$ cat src/rtl/guvm_instr_feeder.sv
// Instruction-memory responder: buffers driver-pushed words in an in-order FIFO
// and returns one per granted core fetch over a req/gnt/rvalid handshake.
module guvm_instr_feeder #(
    parameter int          DEPTH          = 8,
    parameter bit          STALL_ON_EMPTY = 1'b1,
    parameter logic [31:0] NOP_INSTR      = 32'h00000013
) (
    input  logic                       clk_i,
    input  logic                       rst_ni,
    input  logic                       push_valid_i,
    input  logic [31:0]                push_instr_i,
    output logic                       push_ready_o,
    input  logic                       flush_i,
    input  logic                       instr_req_i,
    input  logic [31:0]                instr_addr_i,
    output logic                       instr_gnt_o,
    output logic                       instr_rvalid_o,
    output logic [31:0]                instr_rdata_o,
    output logic [31:0]                last_addr_o,
    output logic [$clog2(DEPTH):0]     fifo_count_o,
    output logic [15:0]                fetch_count_o,
    output logic [15:0]                nop_count_o
);
    localparam int AW = $clog2(DEPTH);
    localparam int CW = AW + 1;

    // Handshakes: a word moves on push_valid_i && push_ready_o (held by the driver
    // otherwise); a fetch is accepted on instr_req_i && instr_gnt_o and its word
    // appears with instr_rvalid_o exactly one cycle later, never backpressured.
    typedef enum logic {IDLE = 1'b0, RESP = 1'b1} state_e;

    state_e          state_q, state_d;
    logic [31:0]     mem_q [DEPTH];
    logic [AW-1:0]   wr_ptr_q, wr_ptr_d;
    logic [AW-1:0]   rd_ptr_q, rd_ptr_d;
    logic [CW-1:0]   count_q, count_d;
    logic [31:0]     rdata_q, rdata_d;
    logic [31:0]     last_addr_q, last_addr_d;
    logic [15:0]     fetch_cnt_q, fetch_cnt_d;
    logic [15:0]     nop_cnt_q, nop_cnt_d;
    logic            full, empty, push, gnt, pop;

    always_comb begin
        full  = (count_q == CW'(DEPTH));
        empty = (count_q == '0);
        push  = push_valid_i && !full && !flush_i;
        gnt   = instr_req_i && !flush_i && (!empty || !STALL_ON_EMPTY);
        pop   = gnt && !empty;

        wr_ptr_d    = wr_ptr_q;
        rd_ptr_d    = rd_ptr_q;
        count_d     = count_q;
        rdata_d     = rdata_q;
        last_addr_d = last_addr_q;
        fetch_cnt_d = fetch_cnt_q;
        nop_cnt_d   = nop_cnt_q;
        state_d     = gnt ? RESP : IDLE;

        if (flush_i) begin
            wr_ptr_d = '0;
            rd_ptr_d = '0;
            count_d  = '0;
        end else begin
            if (push) wr_ptr_d = wr_ptr_q + AW'(1);
            if (pop)  rd_ptr_d = rd_ptr_q + AW'(1);
            count_d = count_q + CW'(push) - CW'(pop);
        end

        if (gnt) begin
            last_addr_d = instr_addr_i;
            fetch_cnt_d = fetch_cnt_q + 16'd1;
            if (empty) begin
                rdata_d   = NOP_INSTR;
                nop_cnt_d = nop_cnt_q + 16'd1;
            end else begin
                rdata_d = mem_q[rd_ptr_q];
            end
        end
    end

    always_ff @(posedge clk_i) begin
        if (!rst_ni) begin
            state_q     <= IDLE;
            wr_ptr_q    <= '0;
            rd_ptr_q    <= '0;
            count_q     <= '0;
            rdata_q     <= '0;
            last_addr_q <= '0;
            fetch_cnt_q <= '0;
            nop_cnt_q   <= '0;
        end else begin
            state_q     <= state_d;
            wr_ptr_q    <= wr_ptr_d;
            rd_ptr_q    <= rd_ptr_d;
            count_q     <= count_d;
            rdata_q     <= rdata_d;
            last_addr_q <= last_addr_d;
            fetch_cnt_q <= fetch_cnt_d;
            nop_cnt_q   <= nop_cnt_d;
            if (push) mem_q[wr_ptr_q] <= push_instr_i;
        end
    end

    // The response-pending state is the rvalid flop itself.
    assign instr_rvalid_o = (state_q == RESP);
    assign instr_rdata_o  = rdata_q;
    assign instr_gnt_o    = gnt;
    assign push_ready_o   = !full;
    assign last_addr_o    = last_addr_q;
    assign fifo_count_o   = count_q;
    assign fetch_count_o  = fetch_cnt_q;
    assign nop_count_o    = nop_cnt_q;
endmodule

$ cat config.mk
export PLATFORM = sky130hd
export DESIGN_NAME = guvm_instr_feeder
export DESIGN_NICKNAME = d
export VERILOG_FILES = /design/src/rtl/guvm_instr_feeder.sv
export SDC_FILE = /design/constraint.sdc
export NUM_CORES = 1
export LEC_CHECK = 0
export ABC_AREA = 0
export BUFFER_PORTS_ARGS = -buffer_cell sky130_fd_sc_hd__buf_4
export CAP_MARGIN = 20
export CELL_PAD_IN_SITES_DETAIL_PLACEMENT = 1
export CELL_PAD_IN_SITES_GLOBAL_PLACEMENT = 1
export CORE_MARGIN = 3
export CORE_UTILIZATION = 30
export DETAILED_ROUTE_END_ITERATION = 8
export GPL_ROUTABILITY_DRIVEN = 0
export PLACE_DENSITY = 0.54
export SLEW_MARGIN = 10
export SYNTH_ARGS = -nofsm -noshare
export SYNTH_HDL_FRONTEND = slang
export SYNTH_SLANG_ARGS = --single-unit
$ cat constraint.sdc
create_clock -name clk_i -period 10 [get_ports clk_i]
set_input_delay 2 -clock clk_i [delete_from_list [all_inputs] [get_ports clk_i]]
set_output_delay 2 -clock clk_i [all_outputs]
set_load 0.01 [all_outputs]
Yosys cells after proc, flatten, opt, wreduce, memory -nomap -nowiden
Memory sizes are Yosys's and may differ from the RTL's. A register that Yosys moved wholly into a read port is not among the register bits.
Cells that the tools add are included.
{"block": "word_totals", "register_bits": 75, "ramBits": 256, "inputBits": 69, "output_inout_bits": 103, "n_memories": 1}
{"memory": "mem_q", "words": 8, "width": 32, "read_ports": 1, "rd_clocked_by_memory_dff": 1, "write_ports": 1, "line": "33", "rtl": "logic [31:0] mem_q [DEPTH];"}
{"block": "op_classes", "addsub": 6, "eq_ne": 1, "mux": 4, "n_bitwise": 1, "n_reduce_logical": 12}
{"op": "16-bit by 1-bit adder with 16-bit output, second input constant", "count": 2}
{"op": "3-bit by 1-bit adder with 3-bit output, second input constant", "count": 2}
{"op": "1-bit logical AND", "count": 5}
{"op": "4-bit by 1-bit adder with 4-bit output", "count": 1}
{"op": "4-bit equality test, second input constant", "count": 1}
{"op": "1-bit zero test", "count": 4}
{"op": "4-bit zero test", "count": 1}
{"op": "1-bit 2-to-1 mux", "count": 4}
{"op": "4-bit by 1-bit subtractor with 4-bit output", "count": 1}
{"op": "2-bit AND reduction", "count": 1}
{"op": "2-bit OR reduction", "count": 1}
{"op": "1-bit inverter", "count": 1}

Depth between registers and ports, before layout
Gate-level depths: netlist (run 1).
{"block": "depth", "word_depth": 7, "ltp_mapped": 15, "ltp_nobuf": 12}

Least setup slack after synthesis (run 1)
OpenSTA, ideal clock, no wires.
{"block": "synth_path", "path_type": "input -> register", "startpoint": "in rst_ni", "endpoint": "mem mem_q[0][0], enable pin", "setup_time_ns": 0.461, "t_arrival_ns": 5.038, "required_time_ns": 9.539, "slack_ns": 4.501, "cell_stages": 5, "n_path_buf": 2, "path_cell_list": "clkbuf_1 nand2b_1 clkbuf_1 or3_1 nor3_1"}
{"block": "synth_via", "elab_chain_cells": 2}
{"item": "start: declaration", "line": "9", "rtl": "input logic rst_ni,"}
{"item": "1-bit 2-to-1 mux", "line": "82", "rtl": "if (!rst_ni) begin"}
{"item": "1-bit 2-to-1 mux (not written as such)", "line": "100", "rtl": "if (push) mem_q[wr_ptr_q] <= push_instr_i;"}
{"item": "end: declaration", "line": "33"}
Every way passes these cells.

Worst setup path in the final report (run 1)
{"block": "layout_path", "startpoint": "in instr_req_i", "endpoint": "out instr_gnt_o"}
{"block": "layout_via", "elab_chain_cells": 2}
{"item": "start: declaration", "line": "14", "rtl": "input logic instr_req_i,"}
{"item": "1-bit logical AND (2 in series)", "line": "47", "rtl": "gnt = instr_req_i && !flush_i && (!empty || !STALL_ON_EMPTY);"}
{"item": "end: declaration", "line": "16", "rtl": "output logic instr_gnt_o,"}
Every way passes these cells.

==> run metrics, run 1 <==
CTS tree=yes; number of synthesized flops with an enable pin=256; GR Overflow Total=0; hold crit path type=reg2reg; DRC=0; crit share post-route=0.523; Tmin final=5.23 ns; Tightest Pin Transition=0.947 ns; total negative slack=0 ns; Req. time, crit path=8.00 ns; P_leak=5.92 nW; final max-slew violation count=0; Hold WS=0.452 ns; Wirelength per Cell=20.6 µm; Nets=1072; DR iter-0 viols=506; total die area=47900 µm²; fraction of registers with async set/reset=0; Clock Tree Root=clkbuf_16; capturing element type of the critical path=output pin; final setup margin=4.77 ns; Crit path max-delay family=simple AND/OR/NAND/NOR gates; DP Worst Slack=4.71 ns; prevailing post-synth register cell=edfxtp_1; CP max-delay cell=nand2_2; skew final=0.0137 ns; postcts setup bufs=0; CP peak stage delay=0.47 ns; starting density of the core=0.305; Fillers=4531; layout overhead on the synthesized area=24.7%; Worst Path Buf+Inv=3; run status=completed; synth top area cells=edfxtp_1 57%, dfxtp_1 16%, mux4_2 11%, nand2_1 3.0%, mux2i_1 2.4%; WL met2=15800 µm; antenna violations before repair=1; final setup vio count=0; Synth Instances=812; post-synth top area share=0.566; wire length on met3=1720 µm; vias in the first global route=8107; Final Hold Fails=0; Highest Signal Layer=met5; Worst setup SP type=primary input; DIE HEIGHT=219 µm; number of diodes=0; path type of the worst setup path=in2out; Mapped Area=13600 µm²; CP max FO=35; vias=7521; drt total wl=33200 µm; die width=219 µm; drt first pass iters=4; io pins=172; Mean Syn Cell Area=16.7 µm²; PwrDens=193 nW/µm²; metal1 wirelength=15200 µm; TritonCTS buffer count=41; Top cell by count, worst path=buf_4; worst path cell trace=buf_4 > nor2b_1 > nand2_2 > inv_2 > buf_4; DP Area=15600 µm²; number of non-filler instances in the completed layout=1617; net count after synthesis=891; RSZ-0062 raised after global routing=false; Cells after DPL=1542; Final ANT Viol Nets=0; DR vias/cell=4.65; Core Rows=77; CTS H-tree depth=2; first-pass GRT wire length=50600 µm; Peak VDD IR=136 µV; sequential share of the synthesized area=0.724; hpwl dp=20100 µm; #FFs+latches synth=363; maximum clock rate=0.191 GHz; # clock sinks=363; WP data arrival=3.23 ns; max cap viols=0; number of I/O port buffers=171; Final Core Density=0.380; Yosys warning count=0; Yosys cell types=38; relative slew slack=0.368; clk slew on worst S/H paths=0.06 ns; total power=3.26 mW; area leader, netlist=edfxtp_1; Core ar.=44500 µm²; CTS max path bufs=3; clk_lat worst skew=0.55 ns; final instance area=16900 µm²; largest net degree at the start of global routing=67; hold_buf cts=0; Post-CTS Resized=0; overall routing resource usage=0.140; layout cells sized above 1=0.320
## routing by layer
metal,up-vias,track usage
li1,3458,-
met1,3847,0.189
met2,171,0.230
met3,43,0.0279
met4,2,0.0408
met5,-,0
## state kept, by name, summed over array words and instances, names as in the netlist
name            cells
mem_q             256
instr_rdata_o      32
last_addr_o        32
fetch_count_o      16
nop_count_o        16
fifo_count_o        4
rd_ptr_q            3
wr_ptr_q            3
instr_rvalid_o      1
## worst reg2reg max path, cell delays in order (launching register included)
cell and delay, ns:
dfxtp_1 0.34, inv_1 0.08, ha_1 0.20, or3b_1 0.29
nand2_2 0.47, inv_2 0.18, buf_4 0.66, ha_1 0.37
inv_1 0.06, ha_1 0.16, inv_1 0.07, fa_1 0.38
xor2_1 0.14, nor2_1 0.06
## layout by cell type (no fill, tap or decap), types with 7 or more instances in the layout
| cell | Yosys | routed |
|---|---|---|
| a21boi_1 | 41 | 41 |
| a22oi_1 | 32 | 32 |
| and2_1 | 24 | 24 |
| buf_4 | 0 | 184 |
| clkbuf_1 | 25 | 8 |
| clkbuf_16 | 0 | 42 |
| clkinv_2 | 0 | 9 |
| dfxtp_1 | 107 | 104 |
| edfxtp_1 | 256 | 256 |
| ha_1 | 9 | 9 |
| inv_1 | 7 | 7 |
| mux2i_1 | 32 | 32 |
| mux4_2 | 64 | 64 |
| nand2_1 | 107 | 107 |
| nand3_1 | 11 | 10 |
| nor2_1 | 13 | 7 |
| o21ai_0 | 8 | 8 |
| or3_1 | 9 | 9 |
| xor2_1 | 9 | 9 |
## final cells by class
| class | instances | area (µm²) | area share |
|---|---|---|---|
| sequential | 363 | 9840 | 0.581 |
| multi-input combinational | 394 | 3590 | 0.212 |
| timing repair buffer | 184 | 1380 | 0.0816 |
| clock buffer | 56 | 1160 | 0.0687 |
| tap | 592 | 741 | 0.0438 |
| clock inverter | 19 | 180 | 0.0106 |
| inverter | 9 | 33.8 | 0.00200 |
## cells by family after synthesis
logic type               Yosys count  share of synthesized area
AND/OR/NAND/NOR                  190                     0.0672
buffers and inverters             55                     0.0161
multiplexers                      96                      0.130
flip-flops                       363                      0.724
XOR/XNOR                          13                    0.00838
AO/OA/AOI/OAI                     85                     0.0450
adder cells (fa/ha/maj)           10                    0.00977
## cells in the mapped netlist, types with 8 or more instances
| library cell | number |
|---|---|
| nand3_1 | 11 |
| clkbuf_1 | 25 |
| or3_1 | 9 |
| ha_1 | 9 |
| buf_1 | 11 |
| nor2_1 | 13 |
| xor2_1 | 9 |
| edfxtp_1 | 256 |
| and2_1 | 24 |
| dfxtp_1 | 107 |
| a21boi_1 | 41 |
| buf_2 | 10 |
| nand2_1 | 107 |
| o21ai_0 | 8 |
| a22oi_1 | 32 |
| mux2i_1 | 32 |
| mux4_2 | 64 |
## power breakdown
part / total (mW) / internal, mW / switching (mW) / leakage (nW)
combinational: 0.134 / 0.0625 / 0.0720 / 2.08
clock: 1.49 / 0.893 / 0.598 / 0.666
sequential: 1.64 / 1.63 / 0.0124 / 3.17
## path summary, 6_finish.rpt
path	from	to	slack (ns)	depth (start not counted)
max reg2reg	fifo_count_o[2]	fifo_count_o[2]	6.42	13
min reg2reg	last_addr_o[24]	last_addr_o[24]	0.45	2
min	last_addr_o[24]	last_addr_o[24]	0.45	2
max	instr_req_i	instr_gnt_o	4.77	5
Note: power is estimated with default switching activity, not from simulation.
==> inputs of run 2 (changes only) <==
- clock period: 10 -> 4.9 ns (I/O delays scaled with it)
==> run 2 against run 1 <==
  * Wire length decreased by 0.35%
  * Via count about the same
  * Worst setup slack got worse by 3.7 ns
  * Power increased by 100%
  * Worst hold slack improved by 0.0026 ns
  * First-iteration DRC count decreased by 11%
  * Clock skew decreased by 0.0035 ns
  * Sequential share of layout area about the same
  * Sequential power increased by 100%
  * Cell count increased by 0.19%
  * Combinational power increased by 110%
  * Clock power increased by 100%
==> run metrics, run 2 (synthesized netlist as in run 1, its figures left out) <==
run status=completed (unchanged); Crit path max-delay family=simple AND/OR/NAND/NOR gates (unchanged); sequential power share=0.506 (was 0.502); final instance area=16900 µm² (about the same); P_leak=5.92 nW (about the same); skew final=0.0102 ns (was 0.0137 ns); hpwl dp=20400 µm (was 20100 µm); io pins=172 (unchanged); layout cells sized above 1=0.314 (was 0.320); CTS H-tree depth=2 (unchanged); drt first pass iters=4 (unchanged); Wirelength per Cell=20.5 µm (was 20.6 µm); clk_lat worst skew=0.54 ns (was 0.55 ns); total die area=47900 µm² (unchanged); first-pass GRT wire length=50300 µm (was 50600 µm); Post-CTS Resized=0 (unchanged); PwrDens=391 nW/µm² (was 193 nW/µm²); total negative slack=0 ns (unchanged); die width=219 µm (unchanged); Most flops, register=mem_q (unchanged); Final Hold Fails=0 (unchanged); Worst Path Buf+Inv=3 (unchanged); internal power=5.24 mW (was 2.58 mW); Sw Share=0.208 (was 0.209); number of I/O port buffers=171 (unchanged); final setup vio count=0 (unchanged); max reg flops=256 (unchanged); hold_buf cts=0 (unchanged); Peak VDD IR=255 µV (was 136 µV); vias=7528 (was 7521); DR iter-0 viols=452 (was 506); Cells after DPL=1545 (was 1542); R2R cell count=12 (was 13); number of non-filler instances in the completed layout=1620 (was 1617); postcts setup bufs=0 (unchanged); Crit Reg-Reg Startpoint=fifo_count_o[2] (unchanged); CP peak stage delay=0.58 ns (was 0.47 ns); vias in the first global route=8025 (was 8107); DP Area=15600 µm² (about the same); antenna violations before repair=0 (was 1); Comb pwr share=0.042 (was 0.041); DP Worst Slack=1.02 ns (was 4.71 ns); CTS max path bufs=3 (unchanged); Req. time, crit path=3.92 ns (was 8.00 ns); hold crit path type=reg2reg (unchanged); Nets=1075 (was 1072); Clock Tree Root=clkbuf_16 (unchanged); max cap viols=0 (unchanged); net switching power=1.38 mW (was 0.683 mW); WHS Endpoint=last_addr_o[2] (was last_addr_o[24]); hold path depth=2 (unchanged); Fillers=4527 (was 4531); overall routing resource usage=0.138 (was 0.140); largest net degree at the start of global routing=85 (was 67); number of diodes=0 (unchanged); capturing element type of the critical path=output pin (unchanged); clk slew on worst S/H paths=0.06 ns (about the same); path type of the worst setup path=reg2out (was in2out); commonest non-fill, non-tap cell in the layout=edfxtp_1 (unchanged); drt total wl=33100 µm (was 33200 µm); CTS tree=yes (unchanged); DRC=0 (unchanged); DIE HEIGHT=219 µm (unchanged); Final ANT Viol Nets=0 (unchanged); TritonCTS buffer count=41 (unchanged); Worst setup SP type=register (was primary input); DR vias/cell=4.65 (about the same); RSZ-0062 raised after global routing=false (unchanged); FF-to-FF End=fifo_count_o[2] (unchanged); WP data arrival=2.89 ns (was 3.23 ns); Core Rows=77 (unchanged); Clock power frac=0.452 (was 0.457); most frequent cells in the layout=256 x edfxtp_1, 187 x buf_4, 107 x nand2_1 (was 256 x edfxtp_1, 184 x buf_4, 107 x nand2_1); final setup margin=1.03 ns (was 4.77 ns); starting density of the core=0.305 (unchanged); layout overhead on the synthesized area=24.6% (was 24.7%); GR Overflow Total=0 (unchanged); Tightest Pin Transition=1.04 ns (was 0.947 ns); # clock sinks=363 (unchanged); maximum clock rate=0.258 GHz; Reg2Reg Setup Slack=1.47 ns (was 6.42 ns); Min-Delay Startpoint=last_addr_o[2] (was last_addr_o[24]); Core ar.=44500 µm² (unchanged); relative slew slack=0.304 (was 0.368); crit share post-route=0.790; worst path cell trace=inv_1 > ha_1 > or3b_1 > nand2_2 > inv_2 > buf_4 (was buf_4 > nor2b_1 > nand2_2 > inv_2 > buf_4); CP max FO=35 (unchanged); CP max-delay cell=nand2_2 (unchanged); final max-slew violation count=0 (unchanged); Tmin final=3.87 ns
## run 2: worst max path at each step
| stage | from | endpoint | slack [ns] | cells after the start |
|---|---|---|---|---|
| after global placement | instr_req_i | fifo_count_o[2] | 1.08 | 11 |
| after global routing | fifo_count_o[2] | instr_gnt_o | 0.81 | 6 |
| after detailed placement | instr_req_i | fifo_count_o[3] | 1.02 | 11 |
| final | fifo_count_o[2] | instr_gnt_o | 1.03 | 6 |
| after CTS | fifo_count_o[2] | instr_gnt_o | 0.90 | 6 |
| after floorplan | rst_ni | mem_q[0][0] | 0.42 | 5 |
## run 2: worst register-to-register path, cell delays in order, from the launching register on
cell	delay, ns
dfxtp_1	0.31
inv_1	0.10
ha_1	0.18
or3b_1	0.47
nand2_2	0.58
inv_2	0.45
ha_1	0.40
inv_1	0.05
ha_1	0.16
inv_1	0.06
fa_1	0.37
xor2_1	0.13
nor2_1	0.05
## run 2: metrics by stage
step / total power [mW] / hold slack, ns / util
after global placement: 3.69 / 0.442 / 0.351
final: 6.61 / 0.455 / 0.380
after detailed placement: 3.70 / 0.446 / 0.351
after floorplan: 3.53 / 0.479 / -
after global routing: 6.88 / 0.473 / 0.380
after CTS: 6.72 / 0.458 / 0.380
## run 2: cell type report
cell class                      instances  area, µm²  area share
Timing Repair Buffer                  187       1400      0.0830
Sequential cell                       363       9840       0.582
Clock inverter                         19        163     0.00962
Multi-Input combinational cell        394       3590       0.212
Inverter                                9       33.8     0.00200
Tap cell                              592        741      0.0438
Clock buffer                           56       1140      0.0677
## run 2: layer usage
layer | GRT usage | wire length (µm) | vias up
li1 | - | - | 3472
met4 | 0.0352 | 682 | 0
met5 | 0 | 0 | -
met1 | 0.183 | 14700 | 3827
met3 | 0.0279 | 1720 | 50
met2 | 0.231 | 16000 | 179
## run 2: power groups by stage
| stage | Clock [mW] | Combinational (mW) | Sequential [mW] |
|---|---|---|---|
| 3_5_place_dp | 0 | 0.288 | 3.41 |
| 2_1_floorplan | 0 | 0.121 | 3.41 |
| 6_report | 2.99 | 0.278 | 3.34 |
| 3_3_place_gp | 0 | 0.285 | 3.41 |
| 5_1_grt | 3.22 | 0.308 | 3.35 |
| 4_1_cts | 3.09 | 0.288 | 3.34 |
